===== config.mk =====
export PLATFORM = sky130hd
export DESIGN_NAME = uart_rx
export DESIGN_NICKNAME = d
export VERILOG_FILES = /design/src/rtl/uart_rx_pkg.sv /design/src/rtl/uart_rx_tick.sv /design/src/rtl/uart_rx.sv
export SDC_FILE = /design/constraint.sdc
export NUM_CORES = 1
export LEC_CHECK = 0
export BUFFER_PORTS_ARGS = -buffer_cell sky130_fd_sc_hd__buf_2
export CAP_MARGIN = 0
export CORE_MARGIN = 2
export CORE_UTILIZATION = 64
export CTS_BUF_LIST = sky130_fd_sc_hd__clkbuf_16
export DETAILED_ROUTE_END_ITERATION = 10
export GPL_TIMING_DRIVEN = 1
export PLACE_DENSITY_LB_ADDON = 0.15
export SLEW_MARGIN = 25
export SYNTH_ARGS = -nofsm -noshare
export SYNTH_HDL_FRONTEND = slang
export SYNTH_HIERARCHICAL = 1
export SYNTH_SLANG_ARGS = --single-unit

===== constraint.sdc =====
create_clock -name clk -period 4.4 [get_ports clk]
set_input_delay 0 -clock clk [delete_from_list [all_inputs] [get_ports clk]]
set_output_delay 0 -clock clk [all_outputs]
set_load 0.02 [all_outputs]

===== src/rtl/uart_rx_pkg.sv =====
// Shared types and constants for the UART receiver.
package uart_rx_pkg;

  typedef enum logic [2:0] {IDLE, START, DATA, STOP, BREAK} rx_state_e;

  localparam int OVERSAMPLE = 16;

  // Clocks per oversampling tick, truncated and never below 1.
  function automatic int tick_div(input int freq, input int baud);
    int d;
    d = freq / (baud * OVERSAMPLE);
    return (d < 1) ? 1 : d;
  endfunction

endpackage


===== src/rtl/uart_rx_tick.sv =====
// Oversampling tick divider: down-counter with terminal-count tick and synchronous clear.
module uart_rx_tick #(
  parameter int DIV = 2
) (
  input  logic clk,
  input  logic rst,
  input  logic clr,
  output logic tick
);

  localparam int CW = (DIV > 1) ? $clog2(DIV) : 1;
  localparam logic [CW-1:0] RELOAD = CW'(DIV - 1);

  logic [CW-1:0] cnt;

  // Clear parks the counter at terminal count so the first tick follows clear release directly.
  always_ff @(posedge clk or posedge rst) begin
    if (rst)
      cnt <= '0;
    else if (clr)
      cnt <= '0;
    else if (cnt == '0)
      cnt <= RELOAD;
    else
      cnt <= cnt - 1'b1;
  end

  assign tick = (cnt == '0) && !clr;

endmodule


===== src/rtl/uart_rx.sv =====
// 8N1 serial receiver with 16x oversampling, mid-bit sampling and framing-error detection.
//   state | meaning
//   IDLE  | line idle, tick divider held clear, waiting for falling edge
//   START | confirming start bit at its center (glitch filter)
//   DATA  | sampling data bits at bit centers, LSB first
//   STOP  | sampling stop bit; high delivers the word, low flags framing error
//   BREAK | line held low after framing error, waiting for it to return high
module uart_rx
  import uart_rx_pkg::*;
#(
  parameter int WORD_LENGHT = 8,
  parameter int FREQUENCY   = 50000000,
  parameter int BAUDRATE    = 110
) (
  input  logic                   clk,
  input  logic                   rst,
  input  logic                   Rx_in,
  output logic [WORD_LENGHT-1:0] Rx_out,
  output logic                   new_Rx,
  output logic                   frame_error,
  output logic                   busy
);

  localparam int TICK_DIV = tick_div(FREQUENCY, BAUDRATE);
  localparam int BW = (WORD_LENGHT > 1) ? $clog2(WORD_LENGHT) : 1;
  localparam logic [BW-1:0] LAST_BIT = BW'(WORD_LENGHT - 1);
  localparam logic [3:0] MID_START = 4'(OVERSAMPLE / 2 - 1);
  localparam logic [3:0] MID_BIT   = 4'(OVERSAMPLE - 1);

  rx_state_e              state;
  logic                   rx_m, rx_s;
  logic                   tick;
  logic [3:0]             s_cnt;
  logic [BW-1:0]          b_cnt;
  logic [WORD_LENGHT-1:0] shift;

  always_ff @(posedge clk or posedge rst) begin
    if (rst) begin
      rx_m <= 1'b1;
      rx_s <= 1'b1;
    end else begin
      rx_m <= Rx_in;
      rx_s <= rx_m;
    end
  end

  // Holding the divider clear while idle aligns tick phase to the start edge.
  uart_rx_tick #(.DIV(TICK_DIV)) u_tick (
    .clk  (clk),
    .rst  (rst),
    .clr  (state == IDLE),
    .tick (tick)
  );

  always_ff @(posedge clk or posedge rst) begin
    if (rst) begin
      state       <= IDLE;
      s_cnt       <= '0;
      b_cnt       <= '0;
      shift       <= '0;
      Rx_out      <= '0;
      new_Rx      <= 1'b0;
      frame_error <= 1'b0;
      busy        <= 1'b0;
    end else begin
      new_Rx      <= 1'b0;
      frame_error <= 1'b0;
      case (state)
        IDLE: begin
          if (!rx_s) begin
            state <= START;
            s_cnt <= '0;
            busy  <= 1'b1;
          end
        end
        START: begin
          if (tick) begin
            if (s_cnt == MID_START) begin
              if (rx_s) begin
                state <= IDLE;
                busy  <= 1'b0;
              end else begin
                state <= DATA;
                s_cnt <= '0;
                b_cnt <= '0;
              end
            end else begin
              s_cnt <= s_cnt + 4'd1;
            end
          end
        end
        DATA: begin
          if (tick) begin
            s_cnt <= s_cnt + 4'd1;
            if (s_cnt == MID_BIT) begin
              shift <= {rx_s, shift[WORD_LENGHT-1:1]};
              if (b_cnt == LAST_BIT)
                state <= STOP;
              else
                b_cnt <= b_cnt + 1'b1;
            end
          end
        end
        STOP: begin
          if (tick) begin
            s_cnt <= s_cnt + 4'd1;
            // Leaving at mid stop bit lets a following start edge be caught with no idle gap.
            if (s_cnt == MID_BIT) begin
              if (rx_s) begin
                Rx_out <= shift;
                new_Rx <= 1'b1;
                state  <= IDLE;
                busy   <= 1'b0;
              end else begin
                frame_error <= 1'b1;
                state       <= BREAK;
              end
            end
          end
        end
        BREAK: begin
          if (rx_s) begin
            state <= IDLE;
            busy  <= 1'b0;
          end
        end
        default: begin
          state <= IDLE;
          busy  <= 1'b0;
        end
      endcase
    end
  end

endmodule

## Word-level counts from Yosys, hierarchy flattened

Index checks and enable logic that the tools add are counted.

| operators by class | value |
|---|---|
| add/sub/neg operators | 3 |
| equality and inequality tests | 19 |
| muxes and demuxes | 41 |
| bitwise logic cells | 1 |
| reductions and logical operators | 13 |

Operators with widths:

| kind | number |
|---|---|
| 3-bit two-way mux | 16 |
| 15-bit two-way mux | 2 |
| 2-bit inequality test, second input constant | 11 |
| 4-bit two-way mux | 4 |
| 15-bit zero test | 1 |
| 3-bit one-hot mux with 5 select lines | 1 |
| 15-bit by 1-bit subtractor with 15-bit output, second input constant | 1 |
| 1-bit two-way mux | 14 |
| 4-bit one-hot mux with 3 select lines | 1 |
| 9-bit AND reduction | 1 |
| 7-bit AND reduction | 1 |
| 3-bit by 2-bit equality test with 1-bit output, second input constant | 2 |
| 3-bit equality test, second input constant | 2 |
| 3-bit one-hot mux with 2 select lines | 1 |
| 3-bit AND reduction | 2 |
| 6-bit AND reduction | 1 |
| 1-bit one-hot mux with 5 select lines | 1 |
| 4-bit by 1-bit adder with 4-bit output, second input constant | 1 |
| 4-bit by 3-bit equality test with 1-bit output, second input constant | 1 |
| 4-bit equality test, second input constant | 1 |
| 4-bit AND reduction | 1 |
| 3-bit by 1-bit adder with 3-bit output, second input constant | 1 |
| 3-bit by 1-bit equality test with 1-bit output, second input constant | 1 |
| 3-bit zero test | 1 |
| 8 further kinds | 8 |

| storage, ports and cells | value |
|---|---|
| register bits after elaboration | 46 |

## Longest topological paths before layout

| logic depth | value |
|---|---|
| depth after elaboration | 5 |
| gate-level depth with buffers | 11 |
| depth with buffers taken out | 8 |

## By module

Netlist, hierarchy kept.

By module, submodules not included:

| module | times used | cells an instance | area an instance (µm²) | seq. area each (µm²) |
|---|---|---|---|---|
| uart_rx | 1 | 129 | 1,561.5 | 778.2 |
| uart_rx_tick | 1 | 77 | 783.3 | 375.4 |

## Least setup slack after synthesis

Ideal clock, no wire load.

| timing path | value |
|---|---|
| path type | flip-flop to flip-flop |
| start point | register u_tick.cnt[4] |
| end point | register shift[0] |
| library setup time | 0.125 ns |
| arrival | 2.671 ns |
| data required time | 4.275 ns |
| setup slack | 1.604 ns |
| cell stages (with the launch flop) | 11 |
| buffers on the path | 4 |
| period minus slack after synthesis | 2.796 ns |
| cells stage by stage | dfrtp_1 or4_1 clkbuf_2 nand4bb_2 clkbuf_1 nor2_1 and4_4 buf_6 and2_4 buf_6 mux2_4 |

| between the ends | value |
|---|---|
| cells in the longest elaborated chain, start to end | 3 |

Ends and longest elaborated chain:

| what | line | text |
|---|---|---|
| start, declared | uart_rx_tick.sv:14 | `logic [CW-1:0] cnt;` |
| start signal, assigned | uart_rx_tick.sv:25 | `cnt <= cnt - 1'b1;` |
| 15-bit zero test | uart_rx_tick.sv:28 | `assign tick = (cnt == '0) && !clr;` |
| 1-bit logical AND | uart_rx_tick.sv:28 |  |
| named net tick | uart_rx.sv:32 | `logic tick;` |
| 3-bit AND reduction (no source line) | - |  |
| end signal, assigned | uart_rx.sv:96 | `shift <= {rx_s, shift[WORD_LENGHT-1:1]};` |
| end, declared | uart_rx.sv:35 | `logic [WORD_LENGHT-1:0] shift;` |

The timed path passes the listed nets, and every way through them passes these cells.
A chain may end at the register's enable or synchronous reset.

## Worst setup path in the final report

| timing path | value |
|---|---|
| start point | register u_tick.cnt[4] |
| end point | register shift[5] |

Same word-level chain as after synthesis.

==> results by group <==
Run status
  – Run status: completed

Timing
  – Worst Max-Slew Pin Slew: between 700 and 800 ps
  – Fin Clk Skew: 6.63 ps
  – Tmin final: 2990 ps
  – RSZ-0062 raised after global routing: false
  – Endpoints failing hold: 0
  – Slew HR: between 40% and 50%
  – Setup TNS Final: 0 ps
  – Max-slew violations: 0
  – Part of the cycle the worst path needs: approximately two thirds
  – Fmax: roughly 330 MHz
  – Setup Viol. Count Final: 0

GRT
  – Global Route met3 Usage: ~4.3%
  – Initial antenna violation count: 0
  – Global Route met2 Usage: 37.4%
  – Met1 GRT Util: a little under a third
  – Vias in the first global route: 1621
  – Total routing usage reported by global routing: 23.5%
  – Most Used Layer, Global Route: met2
  – Maximum number of pins on one net before global-route repair: 32
  – Global-route congestion overflow total: 0
  – Wire length of the first global-routing pass: approximately 7.5 mm

Synthesis
  – Synth Flop Type: sky130_fd_sc_hd__dfrtp_1
  – Synthesized cell area: 0.00234 sq mm
  – Number of nets produced by synthesis: roughly 210
  – Post-Synth Simple-Gate Area: a little under a fifth
  – Synthesis-stage register bit count: 46
  – Cell types occupying the most area after synthesis: sky130_fd_sc_hd__dfrtp_1, sky130_fd_sc_hd__mux2_4, sky130_fd_sc_hd__mux2_2
  – Post-Synthesis Mean Instance Area: 11.4 sq um
  – Sequential element share of the synthesized area: 49.2%
  – Yosys warns: 6
  – Xor and xnor fraction of the mapped netlist area: 2.99%
  – Main combinational cell family by area after synthesis: simple AND/OR/NAND/NOR gates
  – Multiplexer share of the synthesized area: 9.39%
  – Cell count after synthesis: 206
  – Post-synth cell types: 52
  – Count of flip-flops with a built-in enable after synthesis: 0
  – Share of flip-flops with an asynchronous set or reset: 100%
  – Top-area cell type share of the netlist area: 47.0%
  – Area share of fa/ha/maj cells after synthesis: 2.67%
  – Compound-gate portion of the synthesized area: 11.4%
  – Cell type contributing the most total cell area after synthesis: sky130_fd_sc_hd__dfrtp_1

CTS
  – # resized after CTS: 0
  – Maximum root-to-sink buffer count: 2
  – Clock latency of the later-clocked register in the worst-skew pair: ~280 ps
  – Number of buffers inserted by post-CTS setup repair: 0
  – Clock root buffer: sky130_fd_sc_hd__clkbuf_16
  – CTS tree: yes
  – CTS Buf Count: 5
  – Clock slew at reported path FFs: 60 ps
  – Clk sink count: 46
  – Clock H-tree levels: 2

Setup path
  – Critical path fanouts, max: 11
  – Reg-to-Reg End: shift[5]
  – Type of element capturing the critical path: flop
  – Worst endpoint required time: 4570 ps
  – Critical setup path kind: reg -> reg
  – Critical path arrival: 3160 ps
  – Minimum setup slack among reg-to-reg paths: 1410 ps
  – Worst Reg2Reg Path Length in Cells: 6
  – First element of the critical path: u_tick/cnt[4]
  – Crit start category: flop
  – Reg2reg start: u_tick/cnt[4]

Layout
  – Antenna fix cells: 0
  – Syn-to-layout area delta: 9.02%
  – NumNets Final: 225
  – Commonest non-fill, non-tap cell in the layout: sky130_fd_sc_hd__dfrtp_1
  – Fraction of final layout cells sized beyond drive strength 1: 26.6%
  – Top library cells by usage in the layout, fill and taps aside: sky130_fd_sc_hd__dfrtp_1, sky130_fd_sc_hd__inv_1, sky130_fd_sc_hd__buf_2, sky130_fd_sc_hd__nor2_1, sky130_fd_sc_hd__a21oi_1

Job
  – Max capacitance violation total: 0

Placed design
  – Buffers added on ports: 13
  – Half-perimeter wire length after placement: 2.89 mm
  – Placer congestion estimate: 0.870

Floorplan
  – Row cnt: 21
  – Initial Util: slightly below 70%
  – Overall die height: 64.5 microns
  – Number of top-level design ports: 14
  – Width of the die: approximately 65 microns
  – DIE AREA: 0.00416 sq mm
  – Floorplan Core Area: 0.00342 sq mm

Detailed routing
  – Count of nets left with antenna violations after detail routing: 0
  – Via count of the routed design: 1626
  – Via density: 6.16
  – Per-cell routed wire length: 16.1 microns
  – Final wirelength: between 4 and 5 mm
  – Detailed-route DRC error count: 0
  – Drt first pass iters: 4
  – Initial detailed-routing violation count: 141

Power and ir drop
  – Power per cell area: around 310 mW/mm^2
  – Post-layout power: 802 uW
  – Maximum VDD drop: 0.285 mV
  – Static leakage: ~0.0012 uW

Hold path
  – Hold Crit Class: in -> async
==> power by group <==
group	leakage [uW]	switching (uW)	internal (uW)	total (uW)
Sequential	0.000574	2.24	425	427
Combinational	0.000525	9.17	2.58	11.8
Clock	0.0000698	154	210	364
Total	0.00117	165	637	802
==> area by class of cell <==
class / count / area [sq um]
Inverter: 16 / 60.1
Clock inverter: 3 / 21.3
Sequential cell: 46 / 1150
Multi-Input combinational cell: 133 / 1050
Tap cell: 46 / 57.6
Clock buffer: 5 / 125
Fill cell: 224 / 860
Timing Repair Buffer: 15 / 85.1
==> flip-flops by register name, summed over array words and instances, names as in the netlist <==
signal       flops
shift            8
s_cnt            4
state            3
b_cnt            3
frame_error      1
u_tick/cnt      15
rx_m             1
rx_s             1
new_Rx           1
busy             1
Rx_out           8
==> routing by layer <==
| layer | vias up | wire, microns |
|---|---|---|
| met2 | 48 | 2110 |
| met1 | 806 | 1900 |
| li1 | 765 | - |
| met4 | 0 | 65 |
| met5 | - | 0 |
| met3 | 7 | 178 |
==> through the flow <==
| step | hold slack, ps | cells | cell area, sq um | setup WS (ps) | utilization [%] |
|---|---|---|---|---|---|
| after global routing | 352 | 264 | 2560 | 1300 | 74.8 |
| after detailed placement | 116 | 254 | 2390 | 1450 | 70.0 |
| after global placement | 89.9 | 254 | 2390 | 1560 | 70.0 |
| final | 354 | 264 | 2560 | 1410 | 74.8 |
| after floorplan | -98.5 | 206 | 2340 | 1600 | - |
| after CTS | 356 | 264 | 2560 | 1440 | 74.8 |
==> worst max path at each step <==
stage,end,slack (ps),cells past startpoint
global placement,shift[5],1560,6
floorplan,shift[0],1600,10
detailed placement,shift[5],1450,6
finish,shift[5],1410,6
global route,shift[4],1300,6
CTS,shift[5],1440,6
==> synth_stat cells (2+ instances only) <==
master and number:
sky130_fd_sc_hd__nor4_1 4, sky130_fd_sc_hd__ha_1 5, sky130_fd_sc_hd__a22oi_1 2, sky130_fd_sc_hd__nand4_1 4, sky130_fd_sc_hd__o211ai_1 8, sky130_fd_sc_hd__dfrtp_1 44
sky130_fd_sc_hd__mux2_2 8, sky130_fd_sc_hd__mux2_4 8, sky130_fd_sc_hd__o21ai_0 5, sky130_fd_sc_hd__a31oi_1 6, sky130_fd_sc_hd__nor3_1 7, sky130_fd_sc_hd__nor2_1 10
sky130_fd_sc_hd__xnor2_1 7, sky130_fd_sc_hd__nand2b_1 5, sky130_fd_sc_hd__and3b_1 2, sky130_fd_sc_hd__dfstp_2 2, sky130_fd_sc_hd__or4_1 5, sky130_fd_sc_hd__a21oi_1 10
sky130_fd_sc_hd__or2_2 2, sky130_fd_sc_hd__clkbuf_1 4, sky130_fd_sc_hd__nand3_1 6, sky130_fd_sc_hd__inv_1 16, sky130_fd_sc_hd__nand2_1 4, sky130_fd_sc_hd__buf_6 4
==> what timing repair did <==
action	4_1_cts	5_1_grt
hold buffers	2	0
endpoints found under the setup margin	0	0
hold endpoints to repair	45	0
==> kinds of logic (layout without fill, tap and decap cells) <==
| logic type | after synthesis | in the layout |
|---|---|---|
| AOI/OAI and AO/OA | 39 | 39 |
| and+or+nand+nor | 64 | 64 |
| xor gates and xnor gates | 8 | 8 |
| adders and majority gates | 5 | 5 |
| buffers and inverters | 27 | 39 |
| DFF | 46 | 46 |
| muxes | 17 | 17 |
==> worst max-delay path: stages, from the launching register on <==
cell and delay, ps:
sky130_fd_sc_hd__dfrtp_1 410, sky130_fd_sc_hd__or4_1 670, sky130_fd_sc_hd__nand4bb_2 460, sky130_fd_sc_hd__nor2_1 420, sky130_fd_sc_hd__and4_4 340, sky130_fd_sc_hd__and2_4 250
sky130_fd_sc_hd__mux2_4 320
Power figures use the tool's default switching activity.
